`src/rtl/dmem_responder_pkg.sv`:
```
// Shared definitions for the data-memory responder:
// op encoding, FSM states and default geometry.
package dmem_responder_pkg;

  localparam int unsigned DMEM_ADDR_W = 8;
  localparam int unsigned DMEM_DATA_W = 8;
  localparam int unsigned DMEM_DEPTH  = 256;

  typedef enum logic [1:0] {
    RD  = 2'd0,
    WR  = 2'd1,
    INC = 2'd2,
    DEC = 2'd3
  } mem_op_t;

  typedef enum logic [2:0] {
    S_CLEAR,
    S_IDLE,
    S_READ,
    S_MODIFY,
    S_RESP
  } rsp_state_t;

endpackage

```
`src/rtl/dmem_responder_if.sv`:
```
// Request/response channel between the core and the
// data-memory responder.
interface dmem_responder_if
  import dmem_responder_pkg::*;
#(
  parameter int unsigned ADDR_W = DMEM_ADDR_W,
  parameter int unsigned DATA_W = DMEM_DATA_W
);

  logic              req_valid;
  logic              req_ready;
  mem_op_t           req_op;
  logic [ADDR_W-1:0] req_addr;
  logic [DATA_W-1:0] req_wdata;
  logic              rsp_valid;
  logic              rsp_ready;
  logic [DATA_W-1:0] rsp_data;

  modport master (
    output req_valid, req_op, req_addr, req_wdata,
    output rsp_ready,
    input  req_ready, rsp_valid, rsp_data
  );

  modport slave (
    input  req_valid, req_op, req_addr, req_wdata,
    input  rsp_ready,
    output req_ready, rsp_valid, rsp_data
  );

endinterface

```
`src/rtl/dmem_array.sv`:
```
// Single-port tape storage with registered read;
// contents are not reset.
module dmem_array #(
  parameter int unsigned ADDR_W = 8,
  parameter int unsigned DATA_W = 8,
  parameter int unsigned DEPTH  = 256
) (
  input  logic              clk_i,
  input  logic              we_i,
  input  logic [ADDR_W-1:0] addr_i,
  input  logic [DATA_W-1:0] wdata_i,
  output logic [DATA_W-1:0] rdata_o
);

  logic [DATA_W-1:0] mem_q [DEPTH];
  logic [DATA_W-1:0] rdata_q;

  always_ff @(posedge clk_i) begin
    if (we_i) mem_q[addr_i] <= wdata_i;
    rdata_q <= mem_q[addr_i];
  end

  assign rdata_o = rdata_q;

endmodule

```
`src/rtl/dmem_responder.sv`:
```
// Tape responder: clears the array after reset, then
// serves RD/WR/INC/DEC one request at a time.
module dmem_responder
  import dmem_responder_pkg::*;
#(
  parameter int unsigned ADDR_W = DMEM_ADDR_W,
  parameter int unsigned DATA_W = DMEM_DATA_W,
  parameter int unsigned DEPTH  = DMEM_DEPTH
) (
  input  logic            clk,
  input  logic            reset_n,
  dmem_responder_if.slave bus,
  output logic            busy
);

  rsp_state_t        state_q, state_d;
  logic [ADDR_W-1:0] ptr_q, ptr_d;
  mem_op_t           op_q, op_d;
  logic [ADDR_W-1:0] addr_q, addr_d;
  logic [DATA_W-1:0] rsp_data_q, rsp_data_d;

  logic              mem_we;
  logic [ADDR_W-1:0] mem_addr;
  logic [DATA_W-1:0] mem_wdata;
  logic [DATA_W-1:0] mem_rdata;
  logic [DATA_W-1:0] mod_val;

  dmem_array #(
    .ADDR_W (ADDR_W),
    .DATA_W (DATA_W),
    .DEPTH  (DEPTH)
  ) u_array (
    .clk_i   (clk),
    .we_i    (mem_we),
    .addr_i  (mem_addr),
    .wdata_i (mem_wdata),
    .rdata_o (mem_rdata)
  );

  assign mod_val = (op_q == INC)
                 ? mem_rdata + DATA_W'(1)
                 : mem_rdata - DATA_W'(1);

  always_ff @(posedge clk or negedge reset_n) begin
    if (!reset_n) begin
      state_q    <= S_CLEAR;
      ptr_q      <= '0;
      op_q       <= RD;
      addr_q     <= '0;
      rsp_data_q <= '0;
    end else begin
      state_q    <= state_d;
      ptr_q      <= ptr_d;
      op_q       <= op_d;
      addr_q     <= addr_d;
      rsp_data_q <= rsp_data_d;
    end
  end

  always_comb begin
    state_d    = state_q;
    ptr_d      = ptr_q;
    op_d       = op_q;
    addr_d     = addr_q;
    rsp_data_d = rsp_data_q;
    mem_we     = 1'b0;
    mem_addr   = addr_q;
    mem_wdata  = '0;
    unique case (state_q)
      S_CLEAR: begin
        mem_we   = 1'b1;
        mem_addr = ptr_q;
        ptr_d    = ptr_q + ADDR_W'(1);
        if (ptr_q == ADDR_W'(DEPTH - 1)) state_d = S_IDLE;
      end
      S_IDLE: begin
        // read is launched on the accept edge so data is ready in READ
        mem_addr = bus.req_addr;
        if (bus.req_valid) begin
          op_d   = bus.req_op;
          addr_d = bus.req_addr;
          if (bus.req_op == WR) begin
            mem_we     = 1'b1;
            mem_wdata  = bus.req_wdata;
            rsp_data_d = bus.req_wdata;
            state_d    = S_RESP;
          end else begin
            state_d = S_READ;
          end
        end
      end
      S_READ: begin
        if (op_q == RD) begin
          rsp_data_d = mem_rdata;
          state_d    = S_RESP;
        end else begin
          state_d = S_MODIFY;
        end
      end
      S_MODIFY: begin
        mem_we     = 1'b1;
        mem_wdata  = mod_val;
        rsp_data_d = mod_val;
        state_d    = S_RESP;
      end
      S_RESP: begin
        if (bus.rsp_ready) state_d = S_IDLE;
      end
      default: state_d = S_CLEAR;
    endcase
  end

  assign bus.req_ready = (state_q == S_IDLE);
  assign bus.rsp_valid = (state_q == S_RESP);
  assign bus.rsp_data  = rsp_data_q;
  assign busy          = (state_q != S_IDLE);

endmodule

```
`src/flat_wrapper.sv`:
```
// flat-port wrapper written by rule: the top's interface ports become plain ports
module dmem_responder_flat import dmem_responder_pkg::*;
#(
  parameter int unsigned ADDR_W = DMEM_ADDR_W,
  parameter int unsigned DATA_W = DMEM_DATA_W,
  parameter int unsigned DEPTH  = DMEM_DEPTH
)
  (clk, reset_n, busy, bus_req_valid, bus_req_op, bus_req_addr, bus_req_wdata, bus_rsp_ready, bus_req_ready, bus_rsp_valid, bus_rsp_data);
  dmem_responder_if #(.ADDR_W(ADDR_W), .DATA_W(DATA_W)) bus_i ();
  input  logic clk;
  input  logic reset_n;
  output logic busy;
  input wire logic [$bits(bus_i.req_valid)-1:0] bus_req_valid;
  input wire logic [$bits(bus_i.req_op)-1:0] bus_req_op;
  input wire logic [$bits(bus_i.req_addr)-1:0] bus_req_addr;
  input wire logic [$bits(bus_i.req_wdata)-1:0] bus_req_wdata;
  input wire logic [$bits(bus_i.rsp_ready)-1:0] bus_rsp_ready;
  output wire logic [$bits(bus_i.req_ready)-1:0] bus_req_ready;
  output wire logic [$bits(bus_i.rsp_valid)-1:0] bus_rsp_valid;
  output wire logic [$bits(bus_i.rsp_data)-1:0] bus_rsp_data;
  assign bus_i.req_valid = bus_req_valid;
  assign bus_i.req_op = bus_req_op;
  assign bus_i.req_addr = bus_req_addr;
  assign bus_i.req_wdata = bus_req_wdata;
  assign bus_i.rsp_ready = bus_rsp_ready;
  assign bus_req_ready = bus_i.req_ready;
  assign bus_rsp_valid = bus_i.rsp_valid;
  assign bus_rsp_data = bus_i.rsp_data;
  dmem_responder #(.ADDR_W(ADDR_W), .DATA_W(DATA_W), .DEPTH(DEPTH)) u_core (.clk(clk), .reset_n(reset_n), .bus(bus_i), .busy(busy));
endmodule
```
`config.mk`:
```
export PLATFORM = sky130hd
export DESIGN_NAME = dmem_responder_flat
export DESIGN_NICKNAME = d
export VERILOG_FILES = /design/src/rtl/dmem_responder_pkg.sv /design/src/rtl/dmem_responder_if.sv /design/src/rtl/dmem_array.sv /design/src/rtl/dmem_responder.sv /design/src/flat_wrapper.sv
export SDC_FILE = /design/constraint.sdc
export NUM_CORES = 2
export LEC_CHECK = 0
export CORE_MARGIN = 3
export CORE_UTILIZATION = 25
export CTS_CLUSTER_SIZE = 8
export DETAILED_ROUTE_END_ITERATION = 8
export SLEW_MARGIN = 20
export SYNTH_ARGS = -nofsm -noshare
export SYNTH_HDL_FRONTEND = slang
export SYNTH_SLANG_ARGS = --single-unit
```
`constraint.sdc`:
```
create_clock -name clk -period 18.1 [get_ports clk]
set_clock_uncertainty 0.2 [all_clocks]
set_input_delay 3.62 -clock clk [delete_from_list [all_inputs] [get_ports clk]]
set_output_delay 3.62 -clock clk [all_outputs]
set_load 0.01 [all_outputs]
```
# == Yosys cells after proc, flatten, opt, wreduce, memory -nomap -nowiden ==
# Memory sizes are Yosys's and may differ from the RTL's. A register that Yosys moved wholly into a read port is not among the register bits.
# Index checks and enable logic that the tools add are counted.
# totals
regBits,29
memories,1
ram_bits,2048
inputBits,22
# classes
addsub,3
muxes,20
n_reduce_logical,7
n_eq_ne,13
# mem_list
memory,words,width,rd,rd_ports_with_merged_regs,wr,line_no,rtl
u_core.u_array.mem_q,256,8,1,1,1,dmem_array.sv:15,logic [DATA_W-1:0] mem_q [DEPTH];
# op_table
operator,n
8-bit 2-to-1 mux,6
8-bit one-hot mux with 2 select lines,2
8-bit one-hot mux with 3 select lines,1
"8-bit by 1-bit adder with 8-bit output, second input constant",2
3-bit 2-to-1 mux,5
3-bit one-hot mux with 5 select lines,1
"8-bit equality test, second input constant",1
"8-bit by 1-bit subtractor with 8-bit output, second input constant",1
"3-bit by 2-bit equality test with 1-bit output, second input constant",2
"2-bit by 1-bit != test with 1-bit output, second input constant",3
1-bit 2-to-1 mux,4
"2-bit != test, second input constant",2
4-bit AND reduction,1
"3-bit by 1-bit equality test with 1-bit output, second input constant",1
"3-bit equality test, second input constant",1
3-bit zero test,1
"3-bit by 1-bit != test with 1-bit output, second input constant",1
3-bit AND reduction,1
3-bit nonzero test,1
"2-bit by 1-bit equality test with 1-bit output, second input constant",1
"2-bit equality test, second input constant",1
2-bit zero test,1
1-bit one-hot mux with 2 select lines,1
2-bit AND reduction,1
2-bit OR reduction,1

# == Logic depth before layout (Yosys ltp) ==
# depth
depth_word,6
depth_mapped,14
ltp_nobuf,11

# == Modules after synthesis ==
# Synthesis repeated with hierarchy kept, for this count alone.
# unflattened
hier_cells,3775
area_unflattened_um2,80556.0
# by_module_without_submodules
mod,n_inst,cells_each,seq_area_each_um2,area_per_inst_um2
dmem_array,1,3547,61659.1,78492.8
dmem_responder,1,228,725.7,2063.2

# == Worst setup path before layout ==
# OpenSTA, ideal clock, no wires.
# synth_path
path_kind,register to register
from,register u_core.op_q[0]
to,memory u_core.u_array.mem_q[0][6] (data pin)
stages_incl_launch_ff,11
slack_ns,4.107
required_ns,15.714
t_arrival_ns,11.607
synth_period_minus_slack_ns,13.993
setup_time_ns,2.186
path_cell_list,dfrtp_1 > nand2b_1 > inv_1 > fa_1 > nor2b_1 > o21ai_0 > a21boi_0 > o21ai_0 > nand2b_1 > xnor2_1 > o21ai_0
# synth_via
elab_chain_cells,3
# synth_lines
item,line_no,rtl
start: declaration,dmem_responder.sv:18,"mem_op_t op_q, op_d;"
start signal: assignment,dmem_responder.sv:54,op_q <= op_d;
2-bit equality test,dmem_responder.sv:40,assign mod_val = (op_q == INC)
8-bit 2-to-1 mux,dmem_responder.sv:41,? mem_rdata + DATA_W'(1)
8-bit one-hot mux with 2 select lines,dmem_responder.sv:69,unique case (state_q)
net u_core.mem_wdata[6],dmem_responder.sv:24,logic [DATA_W-1:0] mem_wdata;
end: declaration,dmem_array.sv:15,
# The timed path passes the listed nets, and every way through them passes these cells.

# == Worst setup path in the final report ==
# layout_path
from,input bus_req_addr[0]
to,register u_core.u_array.rdata_q[2] (netlist: u_core.u_array.rdata_o[2]) (read register of u_core.u_array.mem_q)
# layout_via
elab_chain_cells,1
# layout_lines
item,line_no,rtl
start: declaration,flat_wrapper.sv:15,input wire logic [$bits(bus_i.req_addr)-1:0] bus_req_addr;
8-bit one-hot mux with 2 select lines,dmem_responder.sv:69,
end: declaration,dmem_array.sv:16,logic [DATA_W-1:0] rdata_q;
# Every way passes these cells.
# A chain may end at the register's enable or synchronous reset.

==> results.toml <==
[grt]
grt_max_degree = 218
grt.overflow.total = 0
antenna_found_initial = 11
grt_usage_pct = 13.04
grt_pass1_wl_um = 332700
grt_pass1_vias = 47530

[clock_network]
htreeDepth = 5
cts_setup_buffers = 0
numCtsBuffers = 311
clock_latency_ns = 0.91
postCtsResizedCells = 0
cts_tree = "built"
holdBufCountCts = 0
cts-root-buf = "clkbuf_16"
cts.sinks = 2085
clockBufferDepth = 4
clk_pin_slew_ns = 0.05

[timing]
finalHoldViolCount = 0
period_needed_ns = 9.002
setup_viol = 0
fmax_mhz = 111.1
worst_hold_slack_ns = 0.2870
tightest_slew_ns = 1.246
tns_ns = 0
slew-limit-headroom_pct = 16.72
drv_slew = 0
fin_crit_sh_pct = 49.74
rsz0062_at_grt = "no"

[detailed_routing]
via_per_inst = 4.888
drc = 0
antenna_violating_nets_post_route = 0
drtIter0Drc = 6186
detail_route.wl_per_cell_um = 22.93
drt_pre_antenna_iters = 8
drt-total-wl_um = 229300
num_vias = 48880

[synth]
synth.cell_area_um2 = 82940
ys_warn_count = 0
syn_nets = 5525
synth_top_cell_area_share_pct = 74.15
synthDistinctLibCells = 56
synth_flop_cell = "edfxtp_1"
synth_edf_count = 2048
synth_top_area_cell = "edfxtp_1"
ys_top_cells_by_area = "edfxtp_1 (74%), mux2i_1 (5.0%), nand2_1 (4.6%)"
synth_cells = 5495
synth-seq-cells = 2085
synth_area_per_cell_um2 = 15.09
ys_seq_area_share_pct = 75.21
synthArstFlopShare_pct = 1.391

[place]
numPortBuffers = 32
gp_congestion = 0.8381
dpl.hpwl_um = 133200

[outcome]
outcome = "finished clean"

[critical_path]
required_ns = 18.74
start_kind = "primary input"
crit_path_max_fanout = 68
crit_chain = "clkdlybuf4s50_1 -> mux2_2 -> o21a_4 -> buf_4 -> buf_4 -> buf_4 -> buf_4 -> a21oi_1 -> a22oi_1 -> o22ai_1 -> a211oi_1 -> nand4_1 -> nand4_1"
end_kind = "flip-flop"
arrival_ns = 9.64
cpMostUsedCell = "buf_4"
slowest_delay_ns = 0.76
cp_slowest_cell = "buf_4"
critPathKind = "primary input to flip-flop"

[hold_path]
hp-class = "flip-flop to flip-flop"

[pwr]
cellLeakagePower_nw = 31.74
pwr_density_cell_nw_per_um2 = 178.9
ir_drop_mv = 0.2894
p_total_mw = 17.21

[floorplanning]
die-area_um2 = 338700
die_h_um = 582.0
core_um2 = 328700
die_x_um = 582.0
start_util_pct = 25.23
num_io_pins = 33
rows = 210

[finish]
seqCellArea_um2 = 62380
multi_input_area_um2 = 18960
drive_gt1_share_pct = 9.926
area_growth_pct = 15.94
num-fill-cells = 32260
finalNetCount = 5619

[job]
drv_cap = 0
-- worst max-delay path: cells and delay by family --
family	cells	cell delay, ns
muxes	1	0.64
AOI/OAI and AO/OA	5	1.49
buffers and inverters	5	3.18
and+or+nand+nor	2	0.55
-- cell families after synthesis --
family	after synthesis	synth area share, %
flip-flops	2085	75.21
AND/OR/NAND/NOR	1808	9.072
AO/OA/AOI/OAI	718	5.799
multiplexers	511	7.470
buffers and inverters	352	2.178
XOR/XNOR	13	0.1373
adder cells (fa/ha/maj)	8	0.1297
-- cell usage after synthesis, types with 33 or more instances --
cell type  instances
o21ai_0           50
a32oi_1           88
a211oi_1          56
buf_4             33
nand4_1           67
nand3_1          339
edfxtp_1        2048
mux2i_1          412
clkbuf_1          79
a21oi_1          223
nor2_1           316
mux4_2            85
nand2_1         1022
o22ai_1           83
buf_2            193
a22oi_1          102
-- state kept, by name (all words and copies together) (netlist names) --
signal / count
u_core.u_array.rdata_o: 8
u_core.op_q: 2
u_core.u_array.mem_q: 2048
u_core.ptr_q: 8
u_core.state_q: 3
u_core.bus.rsp_data: 8
u_core.addr_q: 8
-- final cells by class --
| class | count | area share, % |
|---|---|---|
| Clock inverter | 11 | 0.1288 |
| Clock buffer | 355 | 8.353 |
| Multi-Input combinational cell | 3058 | 19.72 |
| Sequential cell | 2085 | 64.88 |
| Timing Repair Buffer | 122 | 1.204 |
| Inverter | 11 | 0.04294 |
| Tap cell | 4346 | 5.655 |
| Antenna cell | 10 | 0.02602 |
-- path summary, 6_finish.rpt --
path	from	endpoint	slack, ns	cells past startpoint
setup / recovery	bus_req_addr[0]	u_core.u_array.rdata_o[2]	9.10	13
hold / removal	u_core.bus.rsp_data[4]	u_core.bus.rsp_data[4]	0.29	2
setup reg to reg	u_core.state_q[2]	u_core.u_array.rdata_o[2]	11.38	13
hold reg to reg	u_core.bus.rsp_data[4]	u_core.bus.rsp_data[4]	0.29	2
max in group asynchronous	reset_n	u_core.ptr_q[7]	14.50	2
min in group asynchronous	reset_n	u_core.bus.rsp_data[4]	2.90	2
-- routing by layer --
layer	GRT usage [%]	vias up	wire length, µm
li1	-	21110	-
met1	17.94	24870	95900
met2	20.02	2455	104200
met3	3.106	435	21850
met4	4.635	2	7318
met5	0	-	13
-- metrics by stage --
step                      instances  utilization, %  instance area (µm²)  setup slack (ns)
after global placement         9619           26.74                87910             8.353
after floorplan                5495               -                82940             4.107
final                          9998           29.25                96160             9.098
after detailed placement       9620           26.75                87930             8.357
after CTS                      9986           29.23                96080             9.288
after global routing           9989           29.25                96140             8.901
-- cells in the final DEF (no fill, tap or decap), types with 85 or more instances in the layout --
master | synthesis | routed
mux4_2 | 85 | 85
mux2i_1 | 412 | 412
nor2_1 | 316 | 307
a32oi_1 | 88 | 88
a22oi_1 | 102 | 102
nand2_1 | 1022 | 1010
a21oi_1 | 223 | 223
clkbuf_16 | 0 | 315
edfxtp_1 | 2048 | 2048
nand3_1 | 339 | 339
-- where the power goes --
part	total, mW	internal (mW)	switching, mW
clock	4.99	3.08	1.91
combinational	6.65	1.95	4.70
sequential	5.57	5.48	0.0840
Note: power is estimated with default switching activity, not from simulation.
